===== config.mk =====
export PLATFORM = sky130hd
export DESIGN_NAME = instr_cache
export DESIGN_NICKNAME = d
export VERILOG_FILES = /design/src/rtl/instr_cache.sv
export SDC_FILE = /design/constraint.sdc
export NUM_CORES = 2
export LEC_CHECK = 0
export BUFFER_PORTS_ARGS = -buffer_cell sky130_fd_sc_hd__buf_2
export CAP_MARGIN = 5
export CORE_MARGIN = 10
export CORE_UTILIZATION = 55
export CTS_CLUSTER_DIAMETER = 30
export DETAILED_ROUTE_END_ITERATION = 12
export GPL_ROUTABILITY_DRIVEN = 0
export PLACE_DENSITY = 0.71
export SETUP_SLACK_MARGIN = 0.4
export SYNTH_ARGS = -nofsm -noshare
export SYNTH_HDL_FRONTEND = slang
export SYNTH_SLANG_ARGS = --single-unit

===== constraint.sdc =====
create_clock -name clk -period 6.6 [get_ports clk]
set_clock_uncertainty 0.2 [all_clocks]
set_input_delay 0.33 -clock clk [delete_from_list [all_inputs] [get_ports clk]]
set_output_delay 0.33 -clock clk [all_outputs]
set_load 0.03 [all_outputs]

===== src/rtl/instr_cache.sv =====
// instr_cache: direct-mapped instruction cache for the fetch stage.
//   clk, rst          : clock and synchronous active-high reset
//   reqValid, reqAdr  : fetch request and byte address (bits [1:0] ignored)
//   reqReady          : request accepted when high together with reqValid
//   respValid         : one-cycle pulse; respInstr carries the fetched word
//   respInstr         : fetched instruction, held until the next response
//   flush             : invalidate all lines
//   memReq, memAdr    : word-serial line-fill request and word address
//   memAck, memData   : fill acknowledge and data for the current request
// Hits answer one cycle after acceptance. Misses fill the whole line from
// word 0 upward, then answer with the requested word.
module instr_cache #(
  parameter int WORD_LENGTH    = 32,
  parameter int LINES          = 16,
  parameter int WORDS_PER_LINE = 4
) (
  input  logic                   clk,
  input  logic                   rst,
  input  logic                   reqValid,
  input  logic [WORD_LENGTH-1:0] reqAdr,
  output logic                   reqReady,
  output logic                   respValid,
  output logic [WORD_LENGTH-1:0] respInstr,
  input  logic                   flush,
  output logic                   memReq,
  output logic [WORD_LENGTH-1:0] memAdr,
  input  logic                   memAck,
  input  logic [WORD_LENGTH-1:0] memData
);

  localparam int OFF_W   = $clog2(WORDS_PER_LINE);
  localparam int IDX_W   = $clog2(LINES);
  localparam int TAG_W   = WORD_LENGTH - IDX_W - OFF_W - 2;
  localparam int LSB_IDX = 2 + OFF_W;
  localparam int LSB_TAG = 2 + OFF_W + IDX_W;

  typedef enum logic [1:0] {IDLE, FILL, FLUSH} state_t;

  state_t                 state_q, state_d;
  logic [LINES-1:0]       valid_q, valid_d;
  logic                   pend_q, pend_d;
  logic [WORD_LENGTH-1:2] adr_q, adr_d;
  logic [OFF_W-1:0]       cnt_q, cnt_d;
  logic                   resp_valid_q, resp_valid_d;
  logic [WORD_LENGTH-1:0] resp_instr_q, resp_instr_d;
  logic                   mem_req_q, mem_req_d;
  logic [WORD_LENGTH-1:0] mem_adr_q, mem_adr_d;

  // Storage without reset; only the valid bits qualify it.
  logic [WORD_LENGTH-1:0] data_mem [LINES*WORDS_PER_LINE];
  logic [TAG_W-1:0]       tag_mem  [LINES];
  logic                   data_we;
  logic                   tag_we;

  logic [OFF_W-1:0] req_off, fill_off;
  logic [IDX_W-1:0] req_idx, fill_idx;
  logic [TAG_W-1:0] req_tag, fill_tag;
  logic             hit;
  logic             accept;
  logic             last_word;
  logic             unused_adr_lsbs;

  always_comb begin
    req_off         = reqAdr[LSB_IDX-1:2];
    req_idx         = reqAdr[LSB_TAG-1:LSB_IDX];
    req_tag         = reqAdr[WORD_LENGTH-1:LSB_TAG];
    fill_off        = adr_q[LSB_IDX-1:2];
    fill_idx        = adr_q[LSB_TAG-1:LSB_IDX];
    fill_tag        = adr_q[WORD_LENGTH-1:LSB_TAG];
    unused_adr_lsbs = ^reqAdr[1:0];
  end

  always_comb begin
    reqReady  = (state_q == IDLE) && !flush && !rst;
    accept    = reqValid && reqReady;
    hit       = valid_q[req_idx] && (tag_mem[req_idx] == req_tag);
    last_word = (cnt_q == '1);
  end

  always_comb begin
    state_d      = state_q;
    valid_d      = valid_q;
    pend_d       = pend_q;
    adr_d        = adr_q;
    cnt_d        = cnt_q;
    resp_valid_d = 1'b0;
    resp_instr_d = resp_instr_q;
    mem_req_d    = mem_req_q;
    mem_adr_d    = mem_adr_q;
    data_we      = 1'b0;
    tag_we       = 1'b0;

    case (state_q)
      IDLE: begin
        if (flush) begin
          state_d = FLUSH;
        end else if (accept) begin
          if (hit) begin
            resp_valid_d = 1'b1;
            resp_instr_d = data_mem[{req_idx, req_off}];
          end else begin
            adr_d     = reqAdr[WORD_LENGTH-1:2];
            cnt_d     = '0;
            mem_req_d = 1'b1;
            mem_adr_d = {req_tag, req_idx, {OFF_W{1'b0}}, 2'b00};
            state_d   = FILL;
          end
        end
      end

      FILL: begin
        if (flush) begin
          pend_d = 1'b1;
        end
        if (memAck && mem_req_q) begin
          data_we = 1'b1;
          cnt_d   = cnt_q + 1'b1;
          if (last_word) begin
            valid_d[fill_idx] = 1'b1;
            tag_we            = 1'b1;
            mem_req_d         = 1'b0;
            resp_valid_d      = 1'b1;
            // The requested word may be the one arriving right now.
            resp_instr_d      = (fill_off == cnt_q) ? memData
                                                    : data_mem[{fill_idx, fill_off}];
            state_d           = (pend_q || flush) ? FLUSH : IDLE;
          end else begin
            mem_adr_d = {fill_tag, fill_idx, cnt_q + 1'b1, 2'b00};
          end
        end
      end

      FLUSH: begin
        valid_d = '0;
        pend_d  = 1'b0;
        state_d = IDLE;
      end

      default: begin
        state_d = IDLE;
      end
    endcase
  end

  always_ff @(posedge clk) begin
    if (rst) begin
      state_q      <= IDLE;
      valid_q      <= '0;
      pend_q       <= 1'b0;
      adr_q        <= '0;
      cnt_q        <= '0;
      resp_valid_q <= 1'b0;
      resp_instr_q <= '0;
      mem_req_q    <= 1'b0;
      mem_adr_q    <= '0;
    end else begin
      state_q      <= state_d;
      valid_q      <= valid_d;
      pend_q       <= pend_d;
      adr_q        <= adr_d;
      cnt_q        <= cnt_d;
      resp_valid_q <= resp_valid_d;
      resp_instr_q <= resp_instr_d;
      mem_req_q    <= mem_req_d;
      mem_adr_q    <= mem_adr_d;
    end
  end

  always_ff @(posedge clk) begin
    if (data_we) begin
      data_mem[{fill_idx, cnt_q}] <= memData;
    end
    if (tag_we) begin
      tag_mem[fill_idx] <= fill_tag;
    end
  end

  always_comb begin
    respValid = resp_valid_q;
    respInstr = resp_instr_q;
    memReq    = mem_req_q;
    memAdr    = mem_adr_q;
  end

endmodule


==> flow_summary.toml <==
[outcome]
status = "completed"

[setup_path]
end_kind = "flip-flop"
start_kind = "flip-flop"
cp_max_fo = 34
critPathKind = "flip-flop to flip-flop"
path_cells = "buf_4, nor2b_1, nand3_1, nor2_1, nand3_1, nor2_4, buf_4"
cp_slowest_cell = "nor2_4"
critical_path_buf_inv_count = 2
crit_family = "simple AND/OR/NAND/NOR gates"
required_ps = 7080
crit_path_max_incr_delay_ps = 1430
cp.arrival_ps = 5550

[die]
die-area_um2 = 226200
die_h_um = 475.6
row_count = 167
core_um2 = 206900
ioPinCount = 136
die_w_um = 475.6
initial_core_util = 0.5520

[detailed_routing]
first_pass_iters = 6
num_vias = 64600
routed_wl_um = 354000
vias_per_cell = 7.311
drtAntennaViolNets = 0
drtIter0Drc = 10290
wl_per_cell_um = 40.06
drc_errors = 0

[final_layout]
final_cell_mix = "edfxtp_1 (2432), mux4_2 (1398), clkbuf_16 (500), buf_4 (155), mux2i_1 (130)"
drive_above_1_share = 0.4395
mostFrequentLayoutCell = "edfxtp_1"
syn2layout_area_growth_pct = 20.41
layout.nets = 5778
fillers = 12790
fin_area_um2 = 137500

[sta]
finalSetupViolCount = 0
tns_ps = 0
hold_viol = 0
tightest_slew_ps = 1463
slew_violations = 0
fmax_mhz = 197.1
max-slew-margin-rel = 0.02208
finalCritPeriodShare = 0.7686
min_period_ps = 5073
hold_ws_ps = 66.08
rsz0062_at_grt = "false"

[clock_network]
postCtsSetupBuffers = 0
cts_resized = 0
postCtsHoldBufs = 92
clock_latency_ps = 1020
htreeDepth = 5
cts_buffers = 497
cts_tree = "yes"
cts_max_path_buffers = 4
cts_num_sinks = 2553
clkTransAtPathRegs_ps = 50
cts-root-buf = "clkbuf_16"

[yosys]
ys_async_sr_fraction = 0
synth.top_cell.area_share = 0.6396
synth_edf_count = 2432
synthTopCellsByArea = "edfxtp_1 (64%), mux4_2 (28%), dfxtp_1 (2.1%)"
ys_ff_latch = 2553
synth_top_area_cell = "edfxtp_1"
ys.warnings.count = 0
synth_cells = 5182
postSynthAreaPerCell_um2 = 22.03
synthesis.area_um2 = 114200
synthDistinctLibCells = 62
ys.flop_type = "edfxtp_1"
ys_seq_area_frac = 0.6608

[global_route]
grt_pass1_wl_um = 500300
grt_overflow = 0
grt_max_degree = 114
first_global_vias = 66000
antenna_found_initial = 14
grt_util_all_layers = 0.3141

[place]
placed_area_um2 = 119500
dp_hpwl_um = 186400
port_buffers = 131

[pwr]
powerDensity_nw_per_um2 = 330.9
ir_drop_v = 0.0003138
power.leakage_nw = 43.02

[job]
cap_viol_max_count = 0

[min_path]
worstHoldPathType = "input port to flip-flop"
-- through the flow --
step	utilization	setup WS, ps	instances	total power [mW]
floorplan	-	2850	5183	19.40
global placement	0.5774	1708	7820	20.07
detailed placement	0.5774	1602	7820	20.10
CTS	0.6644	1565	8826	45.59
global route	0.6646	1464	8829	46.53
finish	0.6646	1527	8835	45.50
-- final cells by class --
cell class              count  area [um^2]  share of cell area
flip-flops and latches   2553        75480              0.5490
multi-input cells        2198        37520              0.2729
clock buffers             561        12840             0.09340
clock inverters           353         4235             0.03081
repair buffers            432         3906             0.02841
well taps                2704         3383             0.02461
inverters                  26        105.1           0.0007644
diodes                      8        20.02           0.0001456
-- synth_stat cells (3+ instances only) --
cell and instances:
buf_6 11, xnor2_1 7, xor2_1 29, a22oi_1 14, buf_1 77, mux2i_1 130
inv_1 25, nor2_1 190, mux2_2 12, o21ai_1 15, or2_2 13, edfxtp_1 2432
and2_1 5, a211oi_1 87, buf_2 72, mux4_2 1398, nor3_1 18, a221oi_1 26
dfxtp_1 121, nand4b_1 11, a2111oi_0 4, nor2b_1 49, nand2_1 38, o21ai_0 10
buf_4 9, a211oi_2 19, clkbuf_1 235, nand2b_1 6, a21oi_1 43, nand3_1 19
nand3b_1 4, nor4_1 4, o22ai_1 11, a22o_1 3
-- flip-flops by register name, summed over array words and instances (netlist names), named ones only --
register,flops
adr_q,30
cnt_q,2
data_mem,2048
memAdr,30
memReq,1
pend_q,1
respInstr,32
respValid,1
state_q,2
tag_mem,384
valid_q,16
-- worst reg2reg max path: cells and delay by family, from the launching register on --
kind | cells | cell delay, ps
buffers and inverters | 2 | 940
and+or+nand+nor | 5 | 3240
DFF | 1 | 350
-- metal layers --
metal | GRT usage | wire, um | vias to the layer above
met5 | 0 | 55 | -
met4 | 0.1429 | 18050 | 8
met3 | 0.09385 | 47200 | 1013
met2 | 0.4830 | 167300 | 5163
met1 | 0.4189 | 121400 | 34290
li1 | - | - | 24120
-- logic make-up after synthesis --
group	Yosys count	share of synthesized area
xor gates and xnor gates	36	0.002761
and+or+nand+nor	373	0.01583
AOI/OAI and AO/OA	246	0.01593
buffers and inverters	432	0.01621
other	1	0.00003284
DFF	2553	0.6608
muxes	1540	0.2883
adders and majority gates	1	0.0001096
-- where the power goes --
part | internal (mW) | switching, mW | total (mW)
clock | 17.1 | 8.54 | 25.6
sequential | 17.8 | 0.0700 | 17.8
combinational | 0.916 | 1.12 | 2.04
total | 35.8 | 9.73 | 45.5
-- worst paths after layout --
check	startpoint	end	slack [ps]	depth (start not counted)
max	state_q[0]	data_mem[30][13]	1530	7
min	reqAdr[10]	adr_q[10]	70	4
max reg2reg	state_q[0]	data_mem[30][13]	1530	7
min reg2reg	respInstr[29]	respInstr[29]	270	2
Note: power is estimated with default switching activity, not from simulation.
